`config.mk`:
```
export PLATFORM = sky130hd
export DESIGN_NAME = snd_filt_mc
export DESIGN_NICKNAME = d
export VERILOG_FILES = /design/src/rtl/snd_filt_mc.sv
export SDC_FILE = /design/constraint.sdc
export NUM_CORES = 2
export LEC_CHECK = 0
export CORE_MARGIN = 5
export CORE_UTILIZATION = 35
export CTS_BUF_LIST = sky130_fd_sc_hd__clkbuf_16
export DETAILED_ROUTE_END_ITERATION = 10
export DONT_BUFFER_PORTS = 1
export PLACE_DENSITY_LB_ADDON = 0.05
export SYNTH_ARGS = -nofsm -noshare
export SYNTH_HDL_FRONTEND = slang
export SYNTH_SLANG_ARGS = --single-unit
```
`constraint.sdc`:
```
create_clock -name clk -period 20.9 [get_ports clk]
set_clock_uncertainty 0.1 [all_clocks]
set_input_delay 2.09 -clock clk [delete_from_list [all_inputs] [get_ports clk]]
set_output_delay 2.09 -clock clk [all_outputs]
set_load 0.01 [all_outputs]
```
`src/rtl/snd_filt_mc.sv`:
```
// snd_filt_mc: time-multiplexed multi-channel first-order LP/HP filter with base/filtered blend and total gain.
// Define SND_FILT_CLIP_CNT_EN to add the clip_cnt output counting saturated channel results.
module snd_filt_mc #(
  parameter int CH       = 2,
  parameter int W        = 16,
  parameter int LP_SHIFT = 11,
  parameter int HP_SHIFT = 8,
  parameter int GT_SHIFT = 7
) (
  input  logic            clk,
  input  logic            rst,
  input  logic            sample_sync,
  input  logic [CH*W-1:0] x_in,
  input  logic [CH-1:0]   mode,
  input  logic [CH*8-1:0] alpha,
  input  logic [CH*8-1:0] gain_base,
  input  logic [CH*8-1:0] gain_filt,
  input  logic [CH*8-1:0] gain_totl,
  input  logic            ovr_clr,
  output logic [CH*W-1:0] y_out,
  output logic            y_valid,
  output logic            busy,
  output logic            overrun
`ifdef SND_FILT_CLIP_CNT_EN
  ,
  output logic [15:0]     clip_cnt
`endif
);
  localparam int PW = W + 20;
  localparam int CW = (CH > 1) ? $clog2(CH) : 1;
  localparam logic signed [PW-1:0] MAX_W  = (PW'(1) <<< (W-1)) - PW'(1);
  localparam logic signed [PW-1:0] MIN_W  = -(PW'(1) <<< (W-1));
  localparam logic signed [PW-1:0] MAX_W1 = (PW'(1) <<< W) - PW'(1);
  localparam logic signed [PW-1:0] MIN_W1 = -(PW'(1) <<< W);

  typedef enum logic [2:0] {S_IDLE, S_DIFF, S_INT, S_MIX, S_TOT, S_DONE} state_t;

  state_t                 state_q, state_d;
  logic [CW-1:0]          ch_q, ch_d;
  logic                   sync_q, sync_d;
  logic [CH*W-1:0]        x_f_q, x_f_d;
  logic [CH-1:0]          mode_f_q, mode_f_d;
  logic [CH*8-1:0]        alpha_f_q, alpha_f_d, gb_f_q, gb_f_d, gf_f_q, gf_f_d, gt_f_q, gt_f_d;
  logic signed [W+1:0]    d_q, d_d;
  logic signed [PW-1:0]   amp_q, amp_d;
  logic signed [W:0]      y_int_q [CH];
  logic signed [W:0]      y_int_d [CH];
  logic signed [W-1:0]    x_old_q [CH];
  logic signed [W-1:0]    x_old_d [CH];
  logic signed [W-1:0]    r_q [CH];
  logic signed [W-1:0]    r_d [CH];
  logic [CH*W-1:0]        y_out_q, y_out_d;
  logic                   pub_q, pub_d, y_valid_q, y_valid_d, ovr_q, ovr_d;

  logic                   start, mode_c;
  logic signed [W-1:0]    x_c;
  logic signed [PW-1:0]   x_e, yi_e, xo_e, al_e, gb_e, gf_e, gt_e, prod_e, tot_e;

  function automatic logic signed [W-1:0] sat_w(input logic signed [PW-1:0] v);
    if (v > MAX_W)      return W'(MAX_W);
    else if (v < MIN_W) return W'(MIN_W);
    else                return W'(v);
  endfunction

  function automatic logic signed [W:0] sat_w1(input logic signed [PW-1:0] v);
    if (v > MAX_W1)      return (W+1)'(MAX_W1);
    else if (v < MIN_W1) return (W+1)'(MIN_W1);
    else                 return (W+1)'(v);
  endfunction

  always_comb begin
    state_d   = state_q;
    ch_d      = ch_q;
    sync_d    = sample_sync;
    x_f_d     = x_f_q;
    mode_f_d  = mode_f_q;
    alpha_f_d = alpha_f_q;
    gb_f_d    = gb_f_q;
    gf_f_d    = gf_f_q;
    gt_f_d    = gt_f_q;
    d_d       = d_q;
    amp_d     = amp_q;
    y_int_d   = y_int_q;
    x_old_d   = x_old_q;
    r_d       = r_q;
    pub_d     = 1'b0;
    y_valid_d = pub_q;
    y_out_d   = y_out_q;
    if (pub_q) begin
      for (int n = 0; n < CH; n++) y_out_d[n*W +: W] = r_q[n];
    end

    start = sample_sync & ~sync_q;
    // A start outside IDLE is dropped; setting the flag beats a simultaneous clear.
    if (start && (state_q != S_IDLE)) ovr_d = 1'b1;
    else if (ovr_clr)                 ovr_d = 1'b0;
    else                              ovr_d = ovr_q;

    mode_c = mode_f_q[ch_q];
    x_c    = x_f_q[ch_q*W +: W];
    x_e    = PW'(x_c);
    yi_e   = PW'(y_int_q[ch_q]);
    xo_e   = PW'(x_old_q[ch_q]);
    al_e   = PW'(alpha_f_q[ch_q*8 +: 8]);
    gb_e   = PW'(gb_f_q[ch_q*8 +: 8]);
    gf_e   = PW'(gf_f_q[ch_q*8 +: 8]);
    gt_e   = PW'(gt_f_q[ch_q*8 +: 8]);
    prod_e = '0;
    tot_e  = '0;

    case (state_q)
      S_IDLE: begin
        if (start) begin
          x_f_d     = x_in;
          mode_f_d  = mode;
          alpha_f_d = alpha;
          gb_f_d    = gain_base;
          gf_f_d    = gain_filt;
          gt_f_d    = gain_totl;
          ch_d      = '0;
          state_d   = S_DIFF;
        end
      end
      S_DIFF: begin
        if (mode_c) d_d = (W+2)'(yi_e + xo_e - x_e);
        else        d_d = (W+2)'(x_e - yi_e);
        state_d = S_INT;
      end
      S_INT: begin
        prod_e = al_e * PW'(d_q);
        if (mode_c) y_int_d[ch_q] = sat_w1(prod_e >>> HP_SHIFT);
        else        y_int_d[ch_q] = sat_w1(yi_e + (prod_e >>> LP_SHIFT));
        state_d = S_MIX;
      end
      S_MIX: begin
        amp_d   = (x_e * gb_e + yi_e * gf_e) >>> 7;
        state_d = S_TOT;
      end
      S_TOT: begin
        prod_e    = amp_q * gt_e;
        tot_e     = prod_e >>> GT_SHIFT;
        r_d[ch_q] = sat_w(tot_e);
        if (ch_q == CW'(CH-1)) begin
          state_d = S_DONE;
        end else begin
          ch_d    = ch_q + 1'b1;
          state_d = S_DIFF;
        end
      end
      S_DONE: begin
        for (int n = 0; n < CH; n++) x_old_d[n] = x_f_q[n*W +: W];
        pub_d   = 1'b1;
        state_d = S_IDLE;
      end
      default: state_d = S_IDLE;
    endcase
  end

  always_ff @(negedge clk or posedge rst) begin
    if (rst) begin
      state_q   <= S_IDLE;
      ch_q      <= '0;
      sync_q    <= 1'b0;
      x_f_q     <= '0;
      mode_f_q  <= '0;
      alpha_f_q <= '0;
      gb_f_q    <= '0;
      gf_f_q    <= '0;
      gt_f_q    <= '0;
      d_q       <= '0;
      amp_q     <= '0;
      for (int n = 0; n < CH; n++) begin
        y_int_q[n] <= '0;
        x_old_q[n] <= '0;
        r_q[n]     <= '0;
      end
      y_out_q   <= '0;
      pub_q     <= 1'b0;
      y_valid_q <= 1'b0;
      ovr_q     <= 1'b0;
    end else begin
      state_q   <= state_d;
      ch_q      <= ch_d;
      sync_q    <= sync_d;
      x_f_q     <= x_f_d;
      mode_f_q  <= mode_f_d;
      alpha_f_q <= alpha_f_d;
      gb_f_q    <= gb_f_d;
      gf_f_q    <= gf_f_d;
      gt_f_q    <= gt_f_d;
      d_q       <= d_d;
      amp_q     <= amp_d;
      y_int_q   <= y_int_d;
      x_old_q   <= x_old_d;
      r_q       <= r_d;
      y_out_q   <= y_out_d;
      pub_q     <= pub_d;
      y_valid_q <= y_valid_d;
      ovr_q     <= ovr_d;
    end
  end

  assign y_out   = y_out_q;
  assign y_valid = y_valid_q;
  assign busy    = (state_q != S_IDLE);
  assign overrun = ovr_q;

`ifdef SND_FILT_CLIP_CNT_EN
  logic [15:0] clip_q, clip_d;
  logic        clip_hit;

  always_comb begin
    clip_hit = (state_q == S_TOT) && ((tot_e > MAX_W) || (tot_e < MIN_W));
    clip_d   = clip_q;
    if (ovr_clr)                                  clip_d = '0;
    else if (clip_hit && (clip_q != 16'hFFFF))    clip_d = clip_q + 16'd1;
  end

  always_ff @(negedge clk or posedge rst) begin
    if (rst) clip_q <= '0;
    else     clip_q <= clip_d;
  end

  assign clip_cnt = clip_q;
`endif
endmodule

```
-- Word level (Yosys, flattened, before mapping)
Cells that the tools add are included.
- register bits: 274
- bits of input ports: 102
- output and inout bits: 35
- add/sub/neg operators: 6
- multiply operators: 4
- $lt $le $gt $ge: 9
- equal/unequal tests: 6
- shift operators: 5
- mux-type cells: 37
- bitwise gates (word level): 3
- reduce and logical (&&, ||, !) cells: 8
- operators by type and width (kind ; number):
    17-bit 2-to-1 mux ; 12
    16-bit 2-to-1 mux ; 7
    34-bit bitwise mux ; 2
    16-bit by 5-bit indexed part select with 8-bit output ; 4
    17-bit by 16-bit adder with 18-bit output ; 2
    34-bit 2-to-1 mux ; 1
    32-bit bitwise mux ; 1
    32-bit by 6-bit indexed part select with 16-bit output ; 1
    20-bit by 9-bit multiplier with 29-bit output ; 1
    25-bit by 26-bit adder with 27-bit output ; 1
    9-bit by 18-bit multiplier with 27-bit output ; 1
    17-bit by 9-bit multiplier with 26-bit output ; 1
    16-bit by 9-bit multiplier with 25-bit output ; 1
    22-bit by 16-bit > comparator with 1-bit output, second input constant ; 1
    22-bit by 16-bit < comparator with 1-bit output, second input constant ; 1
    19-bit by 17-bit > comparator with 1-bit output, second input constant ; 1
    19-bit by 17-bit < comparator with 1-bit output, second input constant ; 1
    18-bit by 17-bit > comparator with 1-bit output, second input constant ; 1
    18-bit by 17-bit < comparator with 1-bit output, second input constant ; 1
    18-bit 2-to-1 mux ; 1
    16-bit by 17-bit subtractor with 18-bit output ; 1
    18-bit by 16-bit subtractor with 18-bit output ; 1
    17-bit demux with 1-bit select ; 1
    16-bit demux with 1-bit select ; 1
    other kinds (20) ; 32

-- Logic depth before layout (Yosys ltp)
- depth after elaboration: 12
- mapped depth: 35
- depth with buffers taken out: 30

==> results.yml <==
floorplan:
  design.core.area_um2: 98000
  ios: 137
  start_util: 0.351
  die-area_um2: 105000
  num_rows: 115
  die_w_um: 323
  die_h_um: 323
layout:
  drive_gt1_frac: 0.0880
  layout.nets: 4484
  filler_cell_count: 9834
  fin_util: 0.380
  syn2layout_area_growth_pct: 8.43
  final_cell_count_no_fill: 4925
worst_setup_path:
  r2r_cells: 28
  critPathLaunch: "sample_sync"
  required_ns: 10.76
  worst_setup_path_start_kind: "primary input"
  setup.worst_path.class: "in2reg"
  cpLargestDelayFamily: "buffers and inverters"
  crit_cells: 4
  end_kind: "flip-flop"
  cp.arrival_ns: 4.09
  path_buf_inv: 1
  r2r-start: "ch_q"
  cp_slowest_stage_delay_ns: 0.71
  cp_cell_sequence: "nor2b_1 -> nand2b_4 -> buf_4 -> mux2_2"
  worstPathMaxFanout: 68
  cp_slowest_cell: "buf_4"
detailed_routing:
  wirelength_um: 98800
  viasPerCell: 4.96
  drc_errors: 0
  drtAntennaViolNets: 0
  vias: 24400
  drt_iter0_markers: 1170
  drt_pass1_iterations: 6
  wl_per_cell_um: 20.1
min_path:
  hp-class: "reg2reg"
  whs_path_depth: 2
  hold_path.startpoint: "x_old_q[4]"
global_route:
  grt_pass1_vias: 26600
  grt_pass1_wl_um: 158000
  antenna_found_initial: 2
  overflow: 0
  grt_usage: 0.194
  grt_max_degree: 104
yosys:
  ys_types: 80
  avgSynthCellArea_um2: 9.47
  syn_inst: 3632
  yosys_register_bits: 274
  seq_area_frac_synth: 0.199
  yosys_warnings: 0
  async_flop_share: 1.00
  synth_area_um2: 34400
  synth_edf_count: 0
  synth_nets: 4509
  synthTopCellsByCount: "inv_1 (651), fa_1 (514), nand2_1 (421)"
  ys.flop_type: "dfrtn_1"
  synth_top_area_share: 0.299
  yosysMostFrequentCell: "inv_1"
  yosysTopAreaCell: "fa_1"
  ys_top_cells_by_area: "fa_1 (30%), dfrtn_1 (20%), ha_1 (9.5%)"
clocking:
  h-tree-depth: 2
  clk_pin_slew_worst_paths_ns: 0.04
  cts_resized: 0
  cts-root-buf: "clkbuf_16"
  cts_hold_buf: 0
  cts_setup_buffers: 0
  cts_sinks: 274
  numCtsBuffers: 38
  clk_path_buf_depth: 3
  tritoncts: "done"
  clk_latency_ns: 0.59
timing:
  tightest_slew_ns: 1.25
  rsz0062_at_grt: "no"
  hold_violations: 0
  setup_viol_count_final: 0
  timing.hold.ws_ns: 0.315
  fin_tns_setup_ns: 0
  slew_violations: 0
  relSlewSlack: 0.146
placed_design:
  gp_congestion: 0.840
  io_buffers: 0
  place_inst: 4854
  place_hpwl_um: 80200
job:
  max-cap-violations: 0
status:
  status: "complete, no violations"
-- cell type report --
class | count | area (um^2) | share of cell area
repair buffers | 54 | 405 | 0.0109
inverters | 654 | 2470 | 0.0662
well taps | 1287 | 1610 | 0.0432
flip-flops and latches | 274 | 6860 | 0.184
clock inverters | 31 | 337 | 0.00903
multi-input cells | 2585 | 24600 | 0.661
clock buffers | 38 | 951 | 0.0255
diodes | 2 | 5.00 | 0.000134
-- final timing paths --
| path | endpoint | slack [ns] |
|---|---|---|
| min in group asynchronous | alpha_f_q[13] | 11.70 |
| hold / removal | x_old_q[4] | 0.31 |
| hold reg to reg | x_old_q[4] | 0.31 |
| setup / recovery | gb_f_q[12] | 6.68 |
| setup reg to reg | y_int_q[24] | 10.80 |
| max in group asynchronous | gb_f_q[12] | 6.85 |
-- kinds of logic after synthesis --
kind of cell	count (synthesis)	share of synthesized area
multiplexers	228	0.0728
XOR/XNOR	100	0.0255
adder cells (fa/ha/maj)	776	0.395
AND/OR/NAND/NOR	1045	0.140
flip-flops	274	0.199
buffers and inverters	773	0.0855
AO/OA/AOI/OAI	436	0.0818
-- registers in the layout, summed over array words and instances (netlist names) --
name / cells
y_int_q: 34
r_q: 32
x_f_q: 32
x_old_q: 32
y_out: 32
amp_q: 20
d_q: 18
alpha_f_q: 16
gb_f_q: 16
gf_f_q: 16
gt_f_q: 16
state_q: 3
mode_f_q: 2
ch_q: 1
overrun: 1
pub_q: 1
sync_q: 1
y_valid: 1
-- metal layers --
| metal | vias up | part of all wire | track usage |
|---|---|---|---|
| li1 | 11400 | - | - |
| met1 | 12500 | 0.49 | 0.283 |
| met2 | 463 | 0.45 | 0.311 |
| met3 | 93 | 0.040 | 0.0255 |
| met4 | 2 | 0.021 | 0.0417 |
| met5 | - | 0.00013 | 0 |
-- metrics by stage --
step,setup slack (ns),area (um^2)
2_1_floorplan,0.951,34400
3_3_place_gp,6.14,36000
3_5_place_dp,6.06,36000
4_1_cts,6.64,37300
5_1_grt,6.39,37300
6_report,6.68,37300
-- layout by cell type, fill, tap and decap left out, drive strengths merged, types with 29 or more instances in the layout --
master | synthesis | layout
a21oi | 134 | 134
nand2 | 421 | 421
and2 | 53 | 53
o21ai | 89 | 89
a21o | 40 | 40
nor3 | 35 | 35
buf | 29 | 54
xnor2 | 73 | 73
inv | 652 | 665
clkbuf | 90 | 38
ha | 261 | 261
mux2 | 167 | 167
nor2b | 144 | 144
nand2b | 38 | 38
a31oi | 29 | 29
mux2i | 61 | 61
fa | 514 | 514
dfrtn | 274 | 274
nor2 | 256 | 256
-- worst reg2reg max path, delay by kind of cell, from the launching register on --
| kind | cells | cell delay [ns] |
|---|---|---|
| AND/OR/NAND/NOR | 5 | 2.10 |
| AO/OA/AOI/OAI | 12 | 2.92 |
| flip-flops | 1 | 1.04 |
| buffers and inverters | 3 | 0.19 |
| multiplexers | 1 | 0.62 |
| XOR/XNOR | 1 | 0.38 |
| adder cells (fa/ha/maj) | 6 | 2.57 |
Power is not shown: default switching activity piles up to over one toggle a cycle in this logic, so the estimate is an artifact.
